==> src/rtl/wormhole_port_allocator_pkg.sv <==
// Shared constants and types for the per-output-port wormhole allocator.
package wormhole_port_allocator_pkg;

    localparam int unsigned NPORTS = 5;
    localparam int unsigned LEN_W  = 12;
    localparam int unsigned FT_W   = 3;
    localparam int unsigned IDX_W  = $clog2(NPORTS);
    localparam int unsigned SUM_W  = IDX_W + 1;

    // Any code other than header or tail behaves as a body flit.
    localparam logic [FT_W-1:0] FT_HEADER = 3'b001;
    localparam logic [FT_W-1:0] FT_TAIL   = 3'b100;

    typedef enum logic {
        ST_IDLE = 1'b0,
        ST_LOCK = 1'b1
    } alloc_state_t;

    function automatic logic [IDX_W-1:0] next_idx(input logic [IDX_W-1:0] i);
        return (i == IDX_W'(NPORTS - 1)) ? '0 : i + IDX_W'(1);
    endfunction

endpackage

==> src/rtl/wormhole_port_allocator_rr_pick.sv <==
// Combinational round-robin priority encoder: first set candidate at or after ptr, with wrap.
module wormhole_port_allocator_rr_pick
    import wormhole_port_allocator_pkg::*;
(
    input  logic [NPORTS-1:0] cand,
    input  logic [IDX_W-1:0]  ptr,
    output logic [IDX_W-1:0]  idx,
    output logic              found
);

    logic [NPORTS-1:0] rot;
    logic [SUM_W-1:0]  sum;

    // Rotate so that ptr lands on bit 0, then take the lowest set bit.
    always_comb begin
        rot   = NPORTS'({cand, cand} >> ptr);
        found = 1'b0;
        sum   = '0;
        for (int j = 0; j < NPORTS; j++) begin
            if (!found && rot[j]) begin
                found = 1'b1;
                sum   = {1'b0, ptr} + SUM_W'(j);
            end
        end
        if (sum >= SUM_W'(NPORTS)) begin
            sum = sum - SUM_W'(NPORTS);
        end
        idx = sum[IDX_W-1:0];
    end

endmodule

==> src/rtl/wormhole_port_allocator.sv <==
// Per-output-port wormhole allocator: locks one input per packet, counts flits, rotates priority on release.
module wormhole_port_allocator
    import wormhole_port_allocator_pkg::*;
(
    input  logic                     clk,
    input  logic                     rst,
    input  logic [NPORTS-1:0]        req,
    input  logic [NPORTS*FT_W-1:0]   flit_type,
    input  logic [NPORTS*LEN_W-1:0]  length,
    input  logic                     dcts,
    output logic [NPORTS-1:0]        grant,
    output logic [NPORTS:0]          nextstate,
    output logic                     busy,
    output logic                     pkt_done
);

    alloc_state_t      state;
    logic [IDX_W-1:0]  owner;
    logic [IDX_W-1:0]  rr_ptr;
    logic [LEN_W-1:0]  remain;

    logic [NPORTS-1:0] cand;
    logic [IDX_W-1:0]  pick_idx;
    logic              pick_found;
    logic [LEN_W-1:0]  pick_len;
    logic [FT_W-1:0]   owner_ft;
    logic              owner_req;
    logic              gnt_c;
    logic              last_c;

    always_comb begin
        for (int i = 0; i < NPORTS; i++) begin
            cand[i] = req[i] && (flit_type[i*FT_W +: FT_W] == FT_HEADER);
        end
    end

    wormhole_port_allocator_rr_pick u_rr_pick (
        .cand  (cand),
        .ptr   (rr_ptr),
        .idx   (pick_idx),
        .found (pick_found)
    );

    // Per-input muxes: length of the picked header, request and flit type of the owner.
    always_comb begin
        pick_len  = '0;
        owner_ft  = '0;
        owner_req = 1'b0;
        for (int i = 0; i < NPORTS; i++) begin
            if (pick_idx == IDX_W'(i)) begin
                pick_len = length[i*LEN_W +: LEN_W];
            end
            if (owner == IDX_W'(i)) begin
                owner_ft  = flit_type[i*FT_W +: FT_W];
                owner_req = req[i];
            end
        end
    end

    // Early tail and exhausted length both end the packet on the granted flit.
    assign gnt_c  = (state == ST_LOCK) && owner_req && dcts;
    assign last_c = gnt_c && ((remain == '0) || (owner_ft == FT_TAIL));

    always_comb begin
        grant = '0;
        for (int i = 0; i < NPORTS; i++) begin
            if (gnt_c && (owner == IDX_W'(i))) begin
                grant[i] = 1'b1;
            end
        end
    end

    // Bit 0 flags that the allocator is idle next cycle: already idle, or releasing now.
    assign nextstate = {grant, (state == ST_IDLE) || last_c};
    assign busy      = (state == ST_LOCK);
    assign pkt_done  = last_c;

    always_ff @(posedge clk or negedge rst) begin
        if (!rst) begin
            state  <= ST_IDLE;
            owner  <= '0;
            remain <= '0;
            rr_ptr <= '0;
        end else begin
            case (state)
                ST_IDLE: begin
                    if (pick_found) begin
                        owner  <= pick_idx;
                        remain <= pick_len;
                        state  <= ST_LOCK;
                    end
                end
                ST_LOCK: begin
                    if (last_c) begin
                        rr_ptr <= next_idx(owner);
                        state  <= ST_IDLE;
                    end else if (gnt_c) begin
                        remain <= remain - LEN_W'(1);
                    end
                end
                default: state <= ST_IDLE;
            endcase
        end
    end

endmodule
==> config.mk <==
export PLATFORM = sky130hd
export DESIGN_NAME = wormhole_port_allocator
export DESIGN_NICKNAME = d
export VERILOG_FILES = /design/src/rtl/wormhole_port_allocator_pkg.sv /design/src/rtl/wormhole_port_allocator_rr_pick.sv /design/src/rtl/wormhole_port_allocator.sv
export SDC_FILE = /design/constraint.sdc
export NUM_CORES = 1
export LEC_CHECK = 0
export ABC_AREA = 1
export CORE_ASPECT_RATIO = 1.5
export CORE_MARGIN = 4
export CORE_UTILIZATION = 51
export DETAILED_ROUTE_END_ITERATION = 8
export MAX_ROUTING_LAYER = met4
export PLACE_DENSITY = 0.95
export RECOVER_POWER = 100
export SLEW_MARGIN = 0
export SYNTH_ARGS = -nofsm -noshare
export SYNTH_HDL_FRONTEND = slang
export SYNTH_SLANG_ARGS = --single-unit
==> constraint.sdc <==
create_clock -name clk -period 4.2 [get_ports clk]
set_input_delay 0.42 -clock clk [delete_from_list [all_inputs] [get_ports clk]]
set_output_delay 0.42 -clock clk [all_outputs]
set_load 0.01 [all_outputs]
After elaboration in Yosys (flattened, before gate mapping). Index checks and enable logic that the tools add are counted. W data, S select, Z words.

Flip-flop bits (word level): 19. Bits in latches: 0. RAM bits: 0. Bits in read-only memories: 0. Input port bits: 83. Memories: 0.

$add $sub $neg: 7. Multipliers: 0. Div/mod/pow operators: 0. Magnitude comparators: 1. Equal/unequal tests: 17. Shifts and indexed selects: 1. Muxes and demuxes: 39. Bitwise operators: 1. Reductions and logical operators: 29.

Operator list (number): $mux W12 (8); $mux W3 (8); $pmux W12 S2 (1); $eq A3 B1 Y1 const B (7); $logic_and A1 B1 Y1 (17); $mux W1 (17); $mux W4 (4); $eq A3 B2 Y1 const B (4); $logic_not A12 Y1 (1); $sub A12 B1 Y12 const B (1); $shr A10 B3 Y5 (1); $eq A3 B3 Y1 const B (3); $add A3 B2 Y4 const B (2); $logic_not A3 Y1 (2); $add A3 B1 Y4 const B (1); $add A3 B3 Y4 const B (1); $ge A4 B3 Y1 const B (1); $logic_not A1 Y1 (4); $ne A2 B2 Y1 const B (2); $reduce_and A2 Y1 (2); $add A3 B1 Y3 const B (1); $reduce_and A3 Y1 (1); $sub A3 B3 Y3 const B (1); $logic_or A1 B1 Y1 (2); 3 further kinds (3).

Longest topological paths before layout.
Word-level depth: 26. Mapped depth: 29.

By module. A second synthesis with hierarchy kept.

Cell total of the unflattened synthesis: 482. Area total of the unflattened synthesis: 2720.1 um^2.

Modules (own cells, without submodules): wormhole_port_allocator (instances 1, cells each 369, area each 2078.2 um^2); wormhole_port_allocator_rr_pick (instances 1, cells each 113, area each 641.9 um^2).

Worst setup path after synthesis. OpenSTA, ideal clock, no wires.

Path type: register to register. From: register rr_ptr[1]. To: register remain[11]. Arrival: 2.664 ns. Data required time: 4.078 ns. Slack: 1.414 ns. Cell stages (with the launch flop): 28. Path buffers: 2. Period minus slack after synthesis: 2.786 ns. Path through: dfrtp_1 -> buf_6 -> inv_2 -> nand3_2 -> nand2_2 -> nand2_1 -> nand2_4 -> nand2_4 -> nor2_8 -> nand2_4 -> nand2_1 -> nand2_1 -> nand2_2 -> inv_2 -> ha_1 -> inv_1 -> nand2_1 -> nand2_4 -> nand2_4 -> nand2_2 -> nand2_4 -> nor2_8 -> nand2_4 -> buf_6 -> nor2_2 -> nor2_2 -> o21ai_2 -> a21oi_2.

Longest elaborated chain between the ends: 24. Elaborated cells on any way between the ends: 40. Those cells by class: add/sub (5); order compare (1); eq/ne (5); shift (1); mux (18); reduce/logical (10).

RTL lines: from (decl) (line wormhole_port_allocator.sv:19) `logic [IDX_W-1:0] rr_ptr;`; from (signal assigned) (line wormhole_port_allocator.sv:95) `rr_ptr <= next_idx(owner);`; $shr A10 B3 Y5 (line wormhole_port_allocator_rr_pick.sv:16) `rot = NPORTS'({cand, cand} >> ptr);`; $mux W1 (line wormhole_port_allocator_rr_pick.sv:20) `if (!found && rot[j]) begin`; $logic_not A1 Y1 (line wormhole_port_allocator_rr_pick.sv:20); $logic_and A1 B1 Y1 (line wormhole_port_allocator_rr_pick.sv:20); $mux W1 (line wormhole_port_allocator_rr_pick.sv:20); $logic_not A1 Y1 (line wormhole_port_allocator_rr_pick.sv:20); $logic_and A1 B1 Y1 (line wormhole_port_allocator_rr_pick.sv:20); $mux W1 (line wormhole_port_allocator_rr_pick.sv:20); (+4 left out); $logic_and A1 B1 Y1 (line wormhole_port_allocator_rr_pick.sv:20); $mux W4 (line wormhole_port_allocator_rr_pick.sv:20); $ge A4 B3 Y1 / $sub A3 B3 Y3 (equally long branches) (line wormhole_port_allocator_rr_pick.sv:25, wormhole_port_allocator_rr_pick.sv:26); $mux W3 (line wormhole_port_allocator_rr_pick.sv:25) `if (sum >= SUM_W'(NPORTS)) begin`; $logic_not A3 Y1 (line wormhole_port_allocator.sv:50) `if (pick_idx == IDX_W'(i)) begin`; $mux W12 (5 in series) (line wormhole_port_allocator.sv:50); $mux W12 (line wormhole_port_allocator.sv:87) `if (pick_found) begin`; $pmux W12 S2 (line wormhole_port_allocator.sv:85) `case (state)`; to (signal assigned) (line wormhole_port_allocator.sv:89) `remain <= pick_len;`; to (signal assigned) (line wormhole_port_allocator.sv:98) `remain <= remain - LEN_W'(1);`; to (decl) (line wormhole_port_allocator.sv:20) `logic [LEN_W-1:0] remain;`.

Several ways; a longest one is shown, not always the timed one. The select of a mux whose other input is x is not followed. A chain may end at the register's enable or synchronous reset.

Worst setup path after layout.
From: input port flit_type[14]. To: register remain[5].

Longest elaborated chain between the ends: 26. Elaborated cells on any way between the ends: 43. Those cells by class: add/sub (1); order compare (1); eq/ne (8); shift (1); mux (19); reduce/logical (13).

RTL lines: from (decl) (line wormhole_port_allocator.sv:8) `input logic [NPORTS*FT_W-1:0] flit_type,`; $eq A3 B1 Y1 (line wormhole_port_allocator.sv:33) `cand[i] = req[i] && (flit_type[i*FT_W +: FT_W] == FT_HEADER);`; $logic_and A1 B1 Y1 (line wormhole_port_allocator.sv:33); $shr A10 B3 Y5 (line wormhole_port_allocator_rr_pick.sv:16); $mux W1 (line wormhole_port_allocator_rr_pick.sv:20); $logic_not A1 Y1 (line wormhole_port_allocator_rr_pick.sv:20); $logic_and A1 B1 Y1 (line wormhole_port_allocator_rr_pick.sv:20); $mux W1 (line wormhole_port_allocator_rr_pick.sv:20); $logic_not A1 Y1 (line wormhole_port_allocator_rr_pick.sv:20); (+6 left out); $logic_and A1 B1 Y1 (line wormhole_port_allocator_rr_pick.sv:20); $mux W4 (line wormhole_port_allocator_rr_pick.sv:20); $ge A4 B3 Y1 / $sub A3 B3 Y3 (equally long branches) (line wormhole_port_allocator_rr_pick.sv:25, wormhole_port_allocator_rr_pick.sv:26); $mux W3 (line wormhole_port_allocator_rr_pick.sv:25); $logic_not A3 Y1 (line wormhole_port_allocator.sv:50); $mux W12 (5 in series) (line wormhole_port_allocator.sv:50); $mux W12 (line wormhole_port_allocator.sv:87); $pmux W12 S2 (line wormhole_port_allocator.sv:85).

Several ways; a longest one is shown, not always the timed one. The select of a mux whose other input is x is not followed.

==> results.md <==
* Max-slew violations at 0
* Number of global-route vias before repair at roughly 3.3k
* Worst Path Arrival at roughly 3800 ps
* Drt pass-1 iters at 5
* WL final at around 8300 um
* Placer Congestion at ~0.96
* Synth warn at 0
* Die width at between 60 and 70 um
* Largest net degree at the start of global routing at 28
* P&R area growth vs syn at 32.4%
* H-tree level count at 1
* Most used cell, CP: nand2_1
* CP startpoint kind: primary input
* Crit-path slowest cell: clkdlybuf4s50_1
* TritonCTS clock tree: done
* DR WL/cell at roughly 14 um
* Reg area at 475 sq um
* Num ports at 96
* Fmax at 0.270 GHz
* Post-CTS Resized at 0
* Cell count after synthesis at between 400 and 500
* Synth Area per Inst at roughly 6.2 sq um
* Multi-input logic area at 0.00195 sq mm
* Worst Path Max Fanout at 15
* CP required at 4330 ps
* Distinct cells, synth at 36
* Die Y-Extent at 99.4 um
* First-pass GRT wire length at between 10000 and 15000 um
* Post-CTS Setup Inserts at 0
* RSZ-0062 raised after global routing: false
* Layout cells sized above 1 at 0.107
* Post-Syn Nets at roughly 560
* R2R setup slack at 580 ps
* Num rows at 33
* Antenna violations before repair at 0
* Setup_tns at 0 ps
* Sequential share of the synthesized area at 0.168
* Core area at between 0.005 and 0.006 sq mm
* Port bufs at 95
* Ant. Diodes at 0
* Max Cap Viol at 0
* Slowest stage delay, CP at roughly 460 ps
* DRC errors left at 0
* Crit. End Element: flop
* Worst path depth at 26
* Max_slew headroom at 0.422
* Critical path class: in -> reg
* Final cell count without fillers at 610
* Fin crit share at 0.881
* CTS root buf: clkbuf_8
* Period minus WS final at 3700 ps
* Inserted Clock Buffers at 3
* Crit path buf inv count at 4
* Clock-pin slew on the worst setup and hold paths at ~70 ps
* Final Skew at 0.975 ps
* Critical Path Source: flit_type[14]
* DRT iter0 DRCs at 142
* Reg2reg path depth at 26
* Seq cells post-synth at 19
* Reg2Reg Capture Point: remain[5]$_DFFE_PN0P_
* Final Core Density at 0.689
* Post-DP HPWL at approximately 6900 um
* Clk buf depth at 2
* Area share of the largest cell type after synthesis at 0.168
* Largest delay contributor family on the critical path: simple AND/OR/NAND/NOR gates
* RR Startpoint: rr_ptr[0]$_DFFE_PN0P_
* Antenna-violating nets left at 0
* CTS Sinks at 19
* Status: complete, no violations
* Mapped cell area at between 0.002 and 0.003 sq mm
* All-Layer GR Usage at 0.255
* Worst hold margin at around 520 ps
* Synth area leader: dfrtp_1
* Final nets at around 640
* Die Area at between 0.006 and 0.007 sq mm
* Slew at the pin closest to its max-slew limit at 867 ps
* Clk_lat worst skew at roughly 250 ps
* Hold_buf cts at 0
* Detailed-route via count at around 3.3k
* Overflow after GRT at 0
* Hold Vio Cnt, Final at 0
* Hold WC Path Type: reg -> reg
* DR vias/cell at about 5.5
* Final setup viols at 0
* Area contributors post-synth: dfrtp_1, nand2_1, nand3_1
* Fillcell total at a little under 500
* Starting Density at 0.521
* Post-Place Cells at approximately 610
* CP endpoint: remain[5]$_DFFE_PN0P_
[routing by layer]
metal  GRT usage  vias up  wire (um)
met1       0.249     1490       2930
met4       0.110        0        327
met2       0.482      158       4440
li1            -     1646          -
met5           -        -          0
met3      0.0271       36        587
[worst min path at each step]
stage,cells after the start,end,start
after floorplan,0,busy$_DFF_PN0_,rst
after global routing,2,remain[6]$_DFFE_PN0P_,remain[6]$_DFFE_PN0P_
final,2,remain[1]$_DFFE_PN0P_,remain[1]$_DFFE_PN0P_
after detailed placement,2,remain[1]$_DFFE_PN0P_,remain[1]$_DFFE_PN0P_
after global placement,2,remain[1]$_DFFE_PN0P_,remain[1]$_DFFE_PN0P_
after CTS,2,remain[1]$_DFFE_PN0P_,remain[1]$_DFFE_PN0P_
[flip-flops by register name, summed over array words and instances (netlist names)]
| register | cells |
|---|---|
| remain | 12 |
| owner | 3 |
| rr_ptr | 3 |
| busy | 1 |
[tightest hold or removal path, delay by kind of cell (launching register included)]
family	cells	cell delay, ps
simple gates	2	110
flops	1	380
[synthesized netlist by cell type (all sizes together)]
library cell,number
nand2,129
o21ai,24
a211oi,1
or2,2
o31ai,1
xnor2,1
a31oi,5
nand3,87
clkbuf,2
inv,61
dfrtp,19
o211ai,1
nand3b,2
or3,1
xor2,3
buf,19
and3,6
a21oi,23
o22ai,1
ha,12
nor3,3
nor2,58
[cells in the final DEF (no fill, tap or decap), types with 14 or more instances in the layout]
master / n
nor2_1: 46
dlygate4sd3_1: 14
a21oi_1: 19
nand3_1: 75
dfrtp_1: 19
inv_1: 57
clkdlybuf4s50_1: 81
nand2_1: 112
o21ai_0: 18
[cells by family after synthesis]
logic type / count (synthesis) / share of synthesized area
fa+ha+maj: 12 / 0.0529
buf+inv: 82 / 0.141
flops: 19 / 0.168
simple gates: 288 / 0.513
xor+xnor: 4 / 0.0123
compound gates: 56 / 0.113
[area by class of cell]
| class | instances | share of cell area |
|---|---|---|
| clock buffers | 4 | 0.0120 |
| inverters | 61 | 0.0636 |
| repair buffers | 96 | 0.255 |
| multi-input cells | 360 | 0.519 |
| well taps | 70 | 0.0233 |
| flip-flops and latches | 19 | 0.127 |
[metrics by stage]
| step | setup WS (ps) | instance area [sq um] |
|---|---|---|
| after floorplan | 1410 | 2840 |
| after global placement | 546 | 3720 |
| after detailed placement | 361 | 3720 |
| after CTS | 620 | 3770 |
| after global routing | 153 | 3760 |
| final | 500 | 3760 |
Power is left out: the tool's default activity adds up to more than one toggle a clock period on the data nets, which glitch-free logic cannot reach.
